==> src/rtl/regfile_wb_arbiter_pkg.sv <==
// rtl/regfile_wb_arbiter_pkg.sv - shared constants for the register-file writeback arbiter
package regfile_wb_arbiter_pkg;

  localparam int DEF_DATA_W   = 32;
  localparam int DEF_ADDR_W   = 5;
  localparam int DEF_NUM_REGS = 32;

  localparam logic CH_ALU = 1'b0;
  localparam logic CH_MEM = 1'b1;

  localparam int ZERO_REG = 0;

endpackage

==> src/rtl/regfile_wb_arbiter_rr_arb2.sv <==
// rtl/regfile_wb_arbiter_rr_arb2.sv - two-way round-robin arbiter with transfer-qualified history
module rr_arb2
  import regfile_wb_arbiter_pkg::*;
(
  input  logic       clk,
  input  logic       reset,
  input  logic [1:0] valid,
  output logic [1:0] grant,
  output logic       transfer
);

  logic last_grant;

  // Grants are forced off during reset so nothing is accepted that would then be lost.
  always_comb begin
    grant = 2'b00;
    if (!reset) begin
      case (valid)
        2'b01:   grant = 2'b01;
        2'b10:   grant = 2'b10;
        2'b11:   grant = (last_grant == CH_ALU) ? 2'b10 : 2'b01;
        default: grant = 2'b00;
      endcase
    end
  end

  assign transfer = |(valid & grant);

  always_ff @(posedge clk) begin
    if (reset) begin
      last_grant <= CH_MEM;
    end else if (transfer) begin
      last_grant <= grant[1];
    end
  end

endmodule

==> src/rtl/regfile_wb_arbiter.sv <==
// rtl/regfile_wb_arbiter.sv - shares the register-file write port between ALU and load writeback
module regfile_wb_arbiter
  import regfile_wb_arbiter_pkg::*;
#(
  parameter int DATA_W   = DEF_DATA_W,
  parameter int ADDR_W   = DEF_ADDR_W,
  parameter int NUM_REGS = DEF_NUM_REGS
) (
  input  logic              clk,
  input  logic              reset,
  input  logic              req0_valid,
  input  logic [ADDR_W-1:0] req0_rd,
  input  logic [DATA_W-1:0] req0_data,
  output logic              req0_ready,
  input  logic              req1_valid,
  input  logic [ADDR_W-1:0] req1_rd,
  input  logic [DATA_W-1:0] req1_data,
  output logic              req1_ready,
  input  logic              alloc_valid,
  input  logic [ADDR_W-1:0] alloc_rd,
  input  logic [ADDR_W-1:0] rs,
  input  logic [ADDR_W-1:0] rt,
  output logic              rs_busy,
  output logic              rt_busy,
  output logic              reg_write,
  output logic [ADDR_W-1:0] Rd,
  output logic [DATA_W-1:0] data
);

  logic [1:0]          grant;
  logic                transfer;
  logic [ADDR_W-1:0]   sel_rd;
  logic [DATA_W-1:0]   sel_data;
  logic                sel_live;
  logic [NUM_REGS-1:0] sb;
  logic [NUM_REGS-1:0] sb_next;

  rr_arb2 u_arb (
    .clk      (clk),
    .reset    (reset),
    .valid    ({req1_valid, req0_valid}),
    .grant    (grant),
    .transfer (transfer)
  );

  assign req0_ready = grant[0];
  assign req1_ready = grant[1];

  assign sel_rd   = grant[1] ? req1_rd   : req0_rd;
  assign sel_data = grant[1] ? req1_data : req0_data;
  assign sel_live = transfer && (sel_rd != ADDR_W'(ZERO_REG));

  // Alloc is applied after the clear so a new producer supersedes the retiring one.
  always_comb begin
    sb_next = sb;
    if (transfer) begin
      sb_next[sel_rd] = 1'b0;
    end
    if (alloc_valid) begin
      sb_next[alloc_rd] = 1'b1;
    end
    sb_next[ZERO_REG] = 1'b0;
  end

  assign rs_busy = sb[rs];
  assign rt_busy = sb[rt];

  // Writes to $0 are consumed but leave the register-file port untouched.
  always_ff @(posedge clk) begin
    if (reset) begin
      reg_write <= 1'b0;
      Rd        <= '0;
      data      <= '0;
      sb        <= '0;
    end else begin
      reg_write <= sel_live;
      if (sel_live) begin
        Rd   <= sel_rd;
        data <= sel_data;
      end
      sb <= sb_next;
    end
  end

endmodule

==> config.mk <==
export PLATFORM = sky130hd
export DESIGN_NAME = regfile_wb_arbiter
export DESIGN_NICKNAME = d
export VERILOG_FILES = /design/src/rtl/regfile_wb_arbiter_pkg.sv /design/src/rtl/regfile_wb_arbiter_rr_arb2.sv /design/src/rtl/regfile_wb_arbiter.sv
export SDC_FILE = /design/constraint.sdc
export NUM_CORES = 1
export LEC_CHECK = 0
export ABC_AREA = 0
export BUFFER_PORTS_ARGS = -buffer_cell sky130_fd_sc_hd__buf_2
export CAP_MARGIN = 20
export CORE_UTILIZATION = 47
export DETAILED_ROUTE_END_ITERATION = 7
export GPL_TIMING_DRIVEN = 1
export PLACE_DENSITY = 0.74
export SYNTH_ARGS = -nofsm -noshare
export SYNTH_HDL_FRONTEND = slang
export SYNTH_SLANG_ARGS = --single-unit
==> constraint.sdc <==
create_clock -name clk -period 2 [get_ports clk]
set_clock_uncertainty 0.05 [all_clocks]
set_input_delay 0.1 -clock clk [delete_from_list [all_inputs] [get_ports clk]]
set_output_delay 0.1 -clock clk [all_outputs]
set_load 0.02 [all_outputs]
==> results of run 1 <==
==> layout by cell type (no fill, tap or decap), types with 10 or more instances in the layout <==
master	n
buf_2	135
mux2i_1	81
dfxtp_1	70
nand2_1	70
dlygate4sd3_1	25
nand4_1	22
nand3_1	19
o211ai_1	19
inv_1	17
o2111ai_1	14
buf_4	14
nor2_1	13
a21oi_1	13
nor2b_1	10
==> worst reg2reg max path: cells and delay by family (launching register included) <==
kind | cells | cell delay, ns
AND/OR/NAND/NOR | 1 | 0.20
buffers and inverters | 1 | 0.30
multiplexers | 1 | 0.27
flip-flops | 1 | 0.42
AO/OA/AOI/OAI | 2 | 0.52
==> state kept, by name, indices dropped and copies added (netlist names) <==
name / flops
data: 32
sb: 31
Rd: 5
reg_write: 1
u_arb.last_grant: 1
==> repair_timing <==
action,CTS,global route
resized for setup,0,1
endpoints found under the hold margin,15,1
setup buffers,0,0
hold buffers,24,1
setup endpoints to repair,0,31
==> final cells by class <==
cell class	count	area share
flip-flops and latches	70	0.259
inverters	20	0.0148
well taps	108	0.0250
clock buffers	11	0.0243
clock inverters	5	0.0109
repair buffers	175	0.195
multi-input cells	346	0.471
==> power by group <==
part / switching [W] / internal (W) / leakage, nW / total, W
Clock: 0.000564 / 0.000580 / 0.0899 / 0.00114
Sequential: 0.000113 / 0.00154 / 0.578 / 0.00165
Combinational: 0.000508 / 0.000401 / 1.88 / 0.000908
Total: 0.00118 / 0.00252 / 2.55 / 0.00370
==> worst min-delay path by stage <==
stage | start | endpoint | cells past startpoint
after floorplan | req0_valid | u_arb.last_grant$_SDFFE_PP1N_ | 1
after global placement | req0_valid | u_arb.last_grant$_SDFFE_PP1N_ | 2
after detailed placement | req0_valid | u_arb.last_grant$_SDFFE_PP1N_ | 2
after CTS | req0_data[21] | data[21]$_SDFFE_PP0P_ | 3
after global routing | req1_data[19] | data[19]$_SDFFE_PP0P_ | 3
final | req1_data[17] | data[17]$_SDFFE_PP0P_ | 3
==> through the flow <==
step	util	cells	hold slack (ns)
2_1_floorplan	-	470	0.150
3_3_place_gp	0.568	694	0.324
3_5_place_dp	0.568	694	0.341
4_1_cts	0.617	734	0.00178
5_1_grt	0.619	735	0.0000360
6_report	0.619	735	0.00305
==> layer usage <==
| metal | wire [um] | share of wire | vias up | global-route usage |
|---|---|---|---|---|
| met5 | 0 | 0 | - | 0 |
| met4 | 265 | 0.021 | 0 | 0.0884 |
| met3 | 891 | 0.071 | 35 | 0.0542 |
| met2 | 6270 | 0.50 | 203 | 0.466 |
| met1 | 5170 | 0.41 | 2101 | 0.337 |
| li1 | - | - | 2077 | - |
==> logic make-up (layout without fill, tap and decap cells) <==
family | after synthesis | in the layout | share of synthesized area
compound gates | 84 | 84 | 0.158
buf+inv | 54 | 211 | 0.0668
flops | 70 | 70 | 0.332
mux | 87 | 87 | 0.224
simple gates | 175 | 175 | 0.219
==> impl_results.md, run 1 <==
* Status: finished clean
* Reg-to-Reg End: data[29]$_SDFFE_PP0P_
* CP required at 1.85 ns
* Setup ws final at about 0.14 ns
* Avg Inst Size Synth at approximately 9.0 um^2
* Clk_lat worst skew at 0.34 ns
* Worst min-delay path class: in -> reg
* Buf/Inv on CP at 1
* Final count of hold timing violations at 0
* # IOs at about 140
* ANT cells at 0
* Layout cell share with drive strength beyond 1 at 0.290
* Via/cell ratio at 6.01
* Chip Width at ~97 um
* Worst setup SP type: flip-flop
* Commonest cells post-synth: 81 x mux2i_1, 71 x nand2_1, 70 x dfxtp_1
* Placer Congestion at between 0.8 and 0.9
* CORE AREA at 0.00872 mm^2
* Post-synth EDFFs at 0
* Max Clock Freq at between 0.5 and 0.6 GHz
* DRT Pass-1 Iters at 5
* CTS buffer count at 9
* Synth top area share at 0.332
* CP max stage cell: mux4_2
* Starting DRT DRC Count at 348
* Detailed Place HPWL at 9.08 mm
* Crit path depth at 5
* Reg2reg start: u_arb.last_grant$_SDFFE_PP1N_
* Die Span Y at 96.7 um
* Most used standard cell by instance count after synthesis: mux2i_1
* Number of nets in the layout at approximately 700
* DIE AREA at 0.00935 mm^2
* Final ANT Viol Nets at 0
* RSZ-0062 raised after global routing: false
* Max-cap violations at 0
* Port Buffers at 135
* Syn_nets at 564
* Final Instance Area at 0.00540 mm^2
* CTS tree: built
* Routed WL at 12.6 mm
* Yosys cell types at 50
* FILL cells at 748
* Worst Setup Path Type: reg -> out
* FF+latch area at 0.00140 mm^2
* Least-Margin Pin Slew at 0.860 ns
* DR vias at 4416
* H-Tree Depth at 3
* Worst path max stage delay at 0.48 ns
* Synth Register Bits at 70
* Worst Setup SP: sb[20]$_SDFF_PP0_
* Total power after layout at 0.00370 W
* Crit path max fanout at 4
* Number of global-route vias before repair at roughly 4300
* FF-to-FF setup slack at 0.15 ns
* Leakage at about 2.6 nW
* Footprint of the multi-input gates at around 0.0025 mm^2
* Global-route wire length before repair at 20.6 mm
* Worst setup endpoint: rt_busy
* Final setup vio count at 0
* Area post-placement at 0.00495 mm^2
* Area Overhead vs Synth at 28.1%
* Cell Pwr Density at 685 mW/mm^2
* Residual DRC at 0
* Max Root-Sink Buffers at 2
* Yosys warns at 0
* Post-DR wirelength/cell at ~17 um
* Final slew viol count at 0
* Sum of negative setup slack at 0 ns
* Largest net degree at the start of global routing at 38
* Tcrit/Tclk final at 0.928
* Commonest register cell after synthesis: dfxtp_1
* Area leader, netlist: dfxtp_1
* Minimum clock period at 1.86 ns
* Synth area leaders: dfxtp_1 33%, mux2i_1 19%, nand2_1 6.3%, o211ai_1 3.4%, nand4_1 3.3%
* Max transition margin at 0.425
* Async SR Flop Fraction at 0
* CP delay by family, top: multiplexers
* Pre-CTS WS at 0.0835 ns
* Peak VDD IR at 0.428 mV
* Standard-cell rows at 34
* Cells on worst reg2reg path at 5
* Synthesized area at 0.00422 mm^2
* Cell Chain, Critical Path: mux4_2 > nand2b_1 > o2111ai_1 > nand4_1 > buf_2
* Syn Inst Count at 470
* Root buffer cell: clkbuf_8
* Data arrival time of the critical path at 1.71 ns
* CTS sink count at 70
* Initial antenna violation count at 0
* GRT overflow at 0
* Global Route Usage Sum at 0.271
* Critical Path End Type: primary output
* Clk slew on worst S/H paths at 0.08 ns
* Starting Density at 0.483
* Post-synthesis sequential area ratio at 0.332
Power figures use the tool's default switching activity.
==> run 2, diff against run 1 <==
- CELL_PAD_IN_SITES_DETAIL_PLACEMENT: unset -> 1
- CELL_PAD_IN_SITES_GLOBAL_PLACEMENT: unset -> 2
- CORE_UTILIZATION: 47 -> 30
- PLACE_DENSITY: 0.74 -> 0.8
==> impl_results.md, run 2 (synthesis gave the netlist of run 1 again) <==
* Data arrival time of the critical path at 1.75 ns (was 1.71 ns)
* Via/cell ratio at 5.47 (was 6.01)
* Largest regs: data x32, sb x31, Rd x5 (unchanged)
* Port Buffers at 135 (unchanged)
* Global-route wire length before repair at 23.4 mm (was 20.6 mm)
* DR vias at 4354 (was 4416)
* Total power after layout at 0.00436 W (was 0.00370 W)
* Commonest non-fill, non-tap cell in the layout: buf_2 (unchanged)
* Most frequent cells in the layout: 135 x buf_2, 81 x mux2i_1, 70 x dfxtp_1, 70 x nand2_1, 22 x nand4_1 (was 135 x buf_2, 81 x mux2i_1, 70 x dfxtp_1, 70 x nand2_1, 25 x dlygate4sd3_1)
* Setup bufs post-CTS at 0 (unchanged)
* Cell Chain, Critical Path: mux4_2 > nand2b_1 > o211ai_1 > nand4_1 > buf_2 (was mux4_2 > nand2b_1 > o2111ai_1 > nand4_1 > buf_2)
* Final slew viol count at 0 (unchanged)
* RSZ-0062 raised after global routing: false (unchanged)
* Worst Setup Path Type: reg -> out (unchanged)
* Clk_lat worst skew at 0.34 ns (about the same)
* Critical Path End Type: primary output (unchanged)
* Status: finished clean (unchanged)
* CP required at 1.85 ns (about the same)
* Sum of negative setup slack at 0 ns (unchanged)
* CP max stage cell: mux4_2 (unchanged)
* Top reg by flops: data (unchanged)
* DIE AREA at 0.0145 mm^2 (was 0.00935 mm^2)
* H-Tree Depth at 3 (unchanged)
* Max Root-Sink Buffers at 2 (unchanged)
* Peak VDD IR at 0.436 mV (was 0.428 mV)
* Crit path max fanout at 4 (unchanged)
* Die Span Y at 121 um (was 96.7 um)
* Post-DR wirelength/cell at 19.0 um (was 17.1 um)
* Worst setup SP type: flip-flop (unchanged)
* Setup ws final at 0.104 ns (was 0.143 ns)
* Number of nets in the layout at 709 (was 716)
* Clk slew on worst S/H paths at 0.06 ns (was 0.08 ns)
* FILL cells at 1628 (was 748)
* GRT overflow at 0 (unchanged)
* Standard-cell rows at 42 (was 34)
* Root buffer cell: clkbuf_16 (was clkbuf_8)
* Largest register FFs at 32 (unchanged)
* Chip Width at 121 um (was 96.7 um)
* Largest net degree at the start of global routing at 38 (unchanged)
* Final setup vio count at 0 (unchanged)
* Worst path max stage delay at 0.48 ns (about the same)
* Max-cap violations at 0 (unchanged)
* Minimum clock period at 1.90 ns (was 1.86 ns)
* Initial antenna violation count at 0 (unchanged)
* Worst min-delay path class: in -> reg (unchanged)
* CTS tree: built (unchanged)
* Number of global-route vias before repair at 4465 (was 4298)
* Residual DRC at 0 (unchanged)
* # IOs at 136 (unchanged)
* Starting Density at 0.313 (was 0.483)
* Least-Margin Pin Slew at 0.605 ns (was 0.860 ns)
* Detailed Place HPWL at 11.0 mm (was 9.08 mm)
* Tcrit/Tclk final at 0.948 (was 0.928)
* Final count of hold timing violations at 0 (unchanged)
* Global Route Usage Sum at 0.211 (was 0.271)
* Area Overhead vs Synth at 31.6% (was 28.1%)
* DRT Pass-1 Iters at 4 (was 5)
* Leakage at 2.59 nW (was 2.55 nW)
* Final ANT Viol Nets at 0 (unchanged)
* CTS sink count at 70 (unchanged)
* CORE AREA at 0.0135 mm^2 (was 0.00872 mm^2)
* Starting DRT DRC Count at 186 (was 348)
* Pre-CTS WS at 0.0878 ns (was 0.0835 ns)
* Cell Pwr Density at 786 mW/mm^2 (was 685 mW/mm^2)
* Layout cell share with drive strength beyond 1 at 0.303 (was 0.290)
* ANT cells at 0 (unchanged)
* Max transition margin at 0.595 (was 0.425)
* Routed WL at 15.2 mm (was 12.6 mm)
* Placer Congestion at 0.802 (was 0.893)
* Max Clock Freq at 0.528 GHz (was 0.539 GHz)
* CTS buffer count at 9 (unchanged)
-- run 2: cell types whose count changed in the layout (fill, tap and decap cells not counted), sizes merged --
cell | previous run | this run
clkinvlp | 2 | 1
buf | 150 | 154
inv | 20 | 21
dlygate4sd3 | 25 | 14
clkinv | 2 | 1
bufinv | 1 | 2
-- run 2: through the flow --
stage	hold WS [ns]	area, um^2	std cells	utilization
after global routing	0.0208	5550	796	0.412
final	0.00334	5550	796	0.412
after floorplan	0.150	4220	470	-
after detailed placement	0.338	5070	766	0.377
after CTS	0.000712	5530	796	0.411
after global placement	0.320	5070	766	0.377
-- run 2: timing repair --
action                     CTS  global route
hold endpoints to repair     8             0
resized for setup            0             3
hold buffers                14             0
setup endpoints to repair    0             7
-- run 2: final cells by class --
class                           count  area, um^2  share of cell area
Tap cell                          176         220              0.0397
Sequential cell                    70        1400               0.253
Timing Repair Buffer              168         971               0.175
Clock inverter                      5        81.3              0.0147
Clock buffer                       11         243              0.0438
Inverter                           20        82.6              0.0149
Multi-Input combinational cell    346        2550               0.459
-- run 2: power by group --
group	internal, W	leakage (nW)	total [W]	switching, W
Sequential	0.00154	0.578	0.00166	0.000118
Clock	0.00113	0.156	0.00178	0.000648
Combinational	0.000392	1.85	0.000925	0.000533
-- run 2: critical path: cells and delay by family, from the launching register on --
family | cells | cell delay (ns)
simple gates | 2 | 0.27
buf+inv | 1 | 0.17
mux | 1 | 0.48
compound gates | 1 | 0.10
flops | 1 | 0.37
-- run 2: layer usage --
| layer | vias to the layer above | share of wire | global-route usage |
|---|---|---|---|
| met2 | 136 | 0.49 | 0.360 |
| met3 | 33 | 0.049 | 0.0241 |
| met1 | 2121 | 0.43 | 0.263 |
| met4 | 0 | 0.029 | 0.102 |
| met5 | - | 0 | 0 |
| li1 | 2064 | - | - |
-- run 2: path summary, 6_finish.rpt --
path | cells past startpoint | slack [ns] | endpoint | startpoint
hold reg to reg | 2 | 0.40 | data[30]$_SDFFE_PP0P_ | data[30]$_SDFFE_PP0P_
setup reg to reg | 5 | 0.12 | data[9]$_SDFFE_PP0P_ | u_arb.last_grant$_SDFFE_PP1N_
hold / removal | 3 | 0.003 | data[0]$_SDFFE_PP0P_ | req1_data[0]
setup / recovery | 5 | 0.10 | rs_busy | sb[5]$_SDFF_PP0_
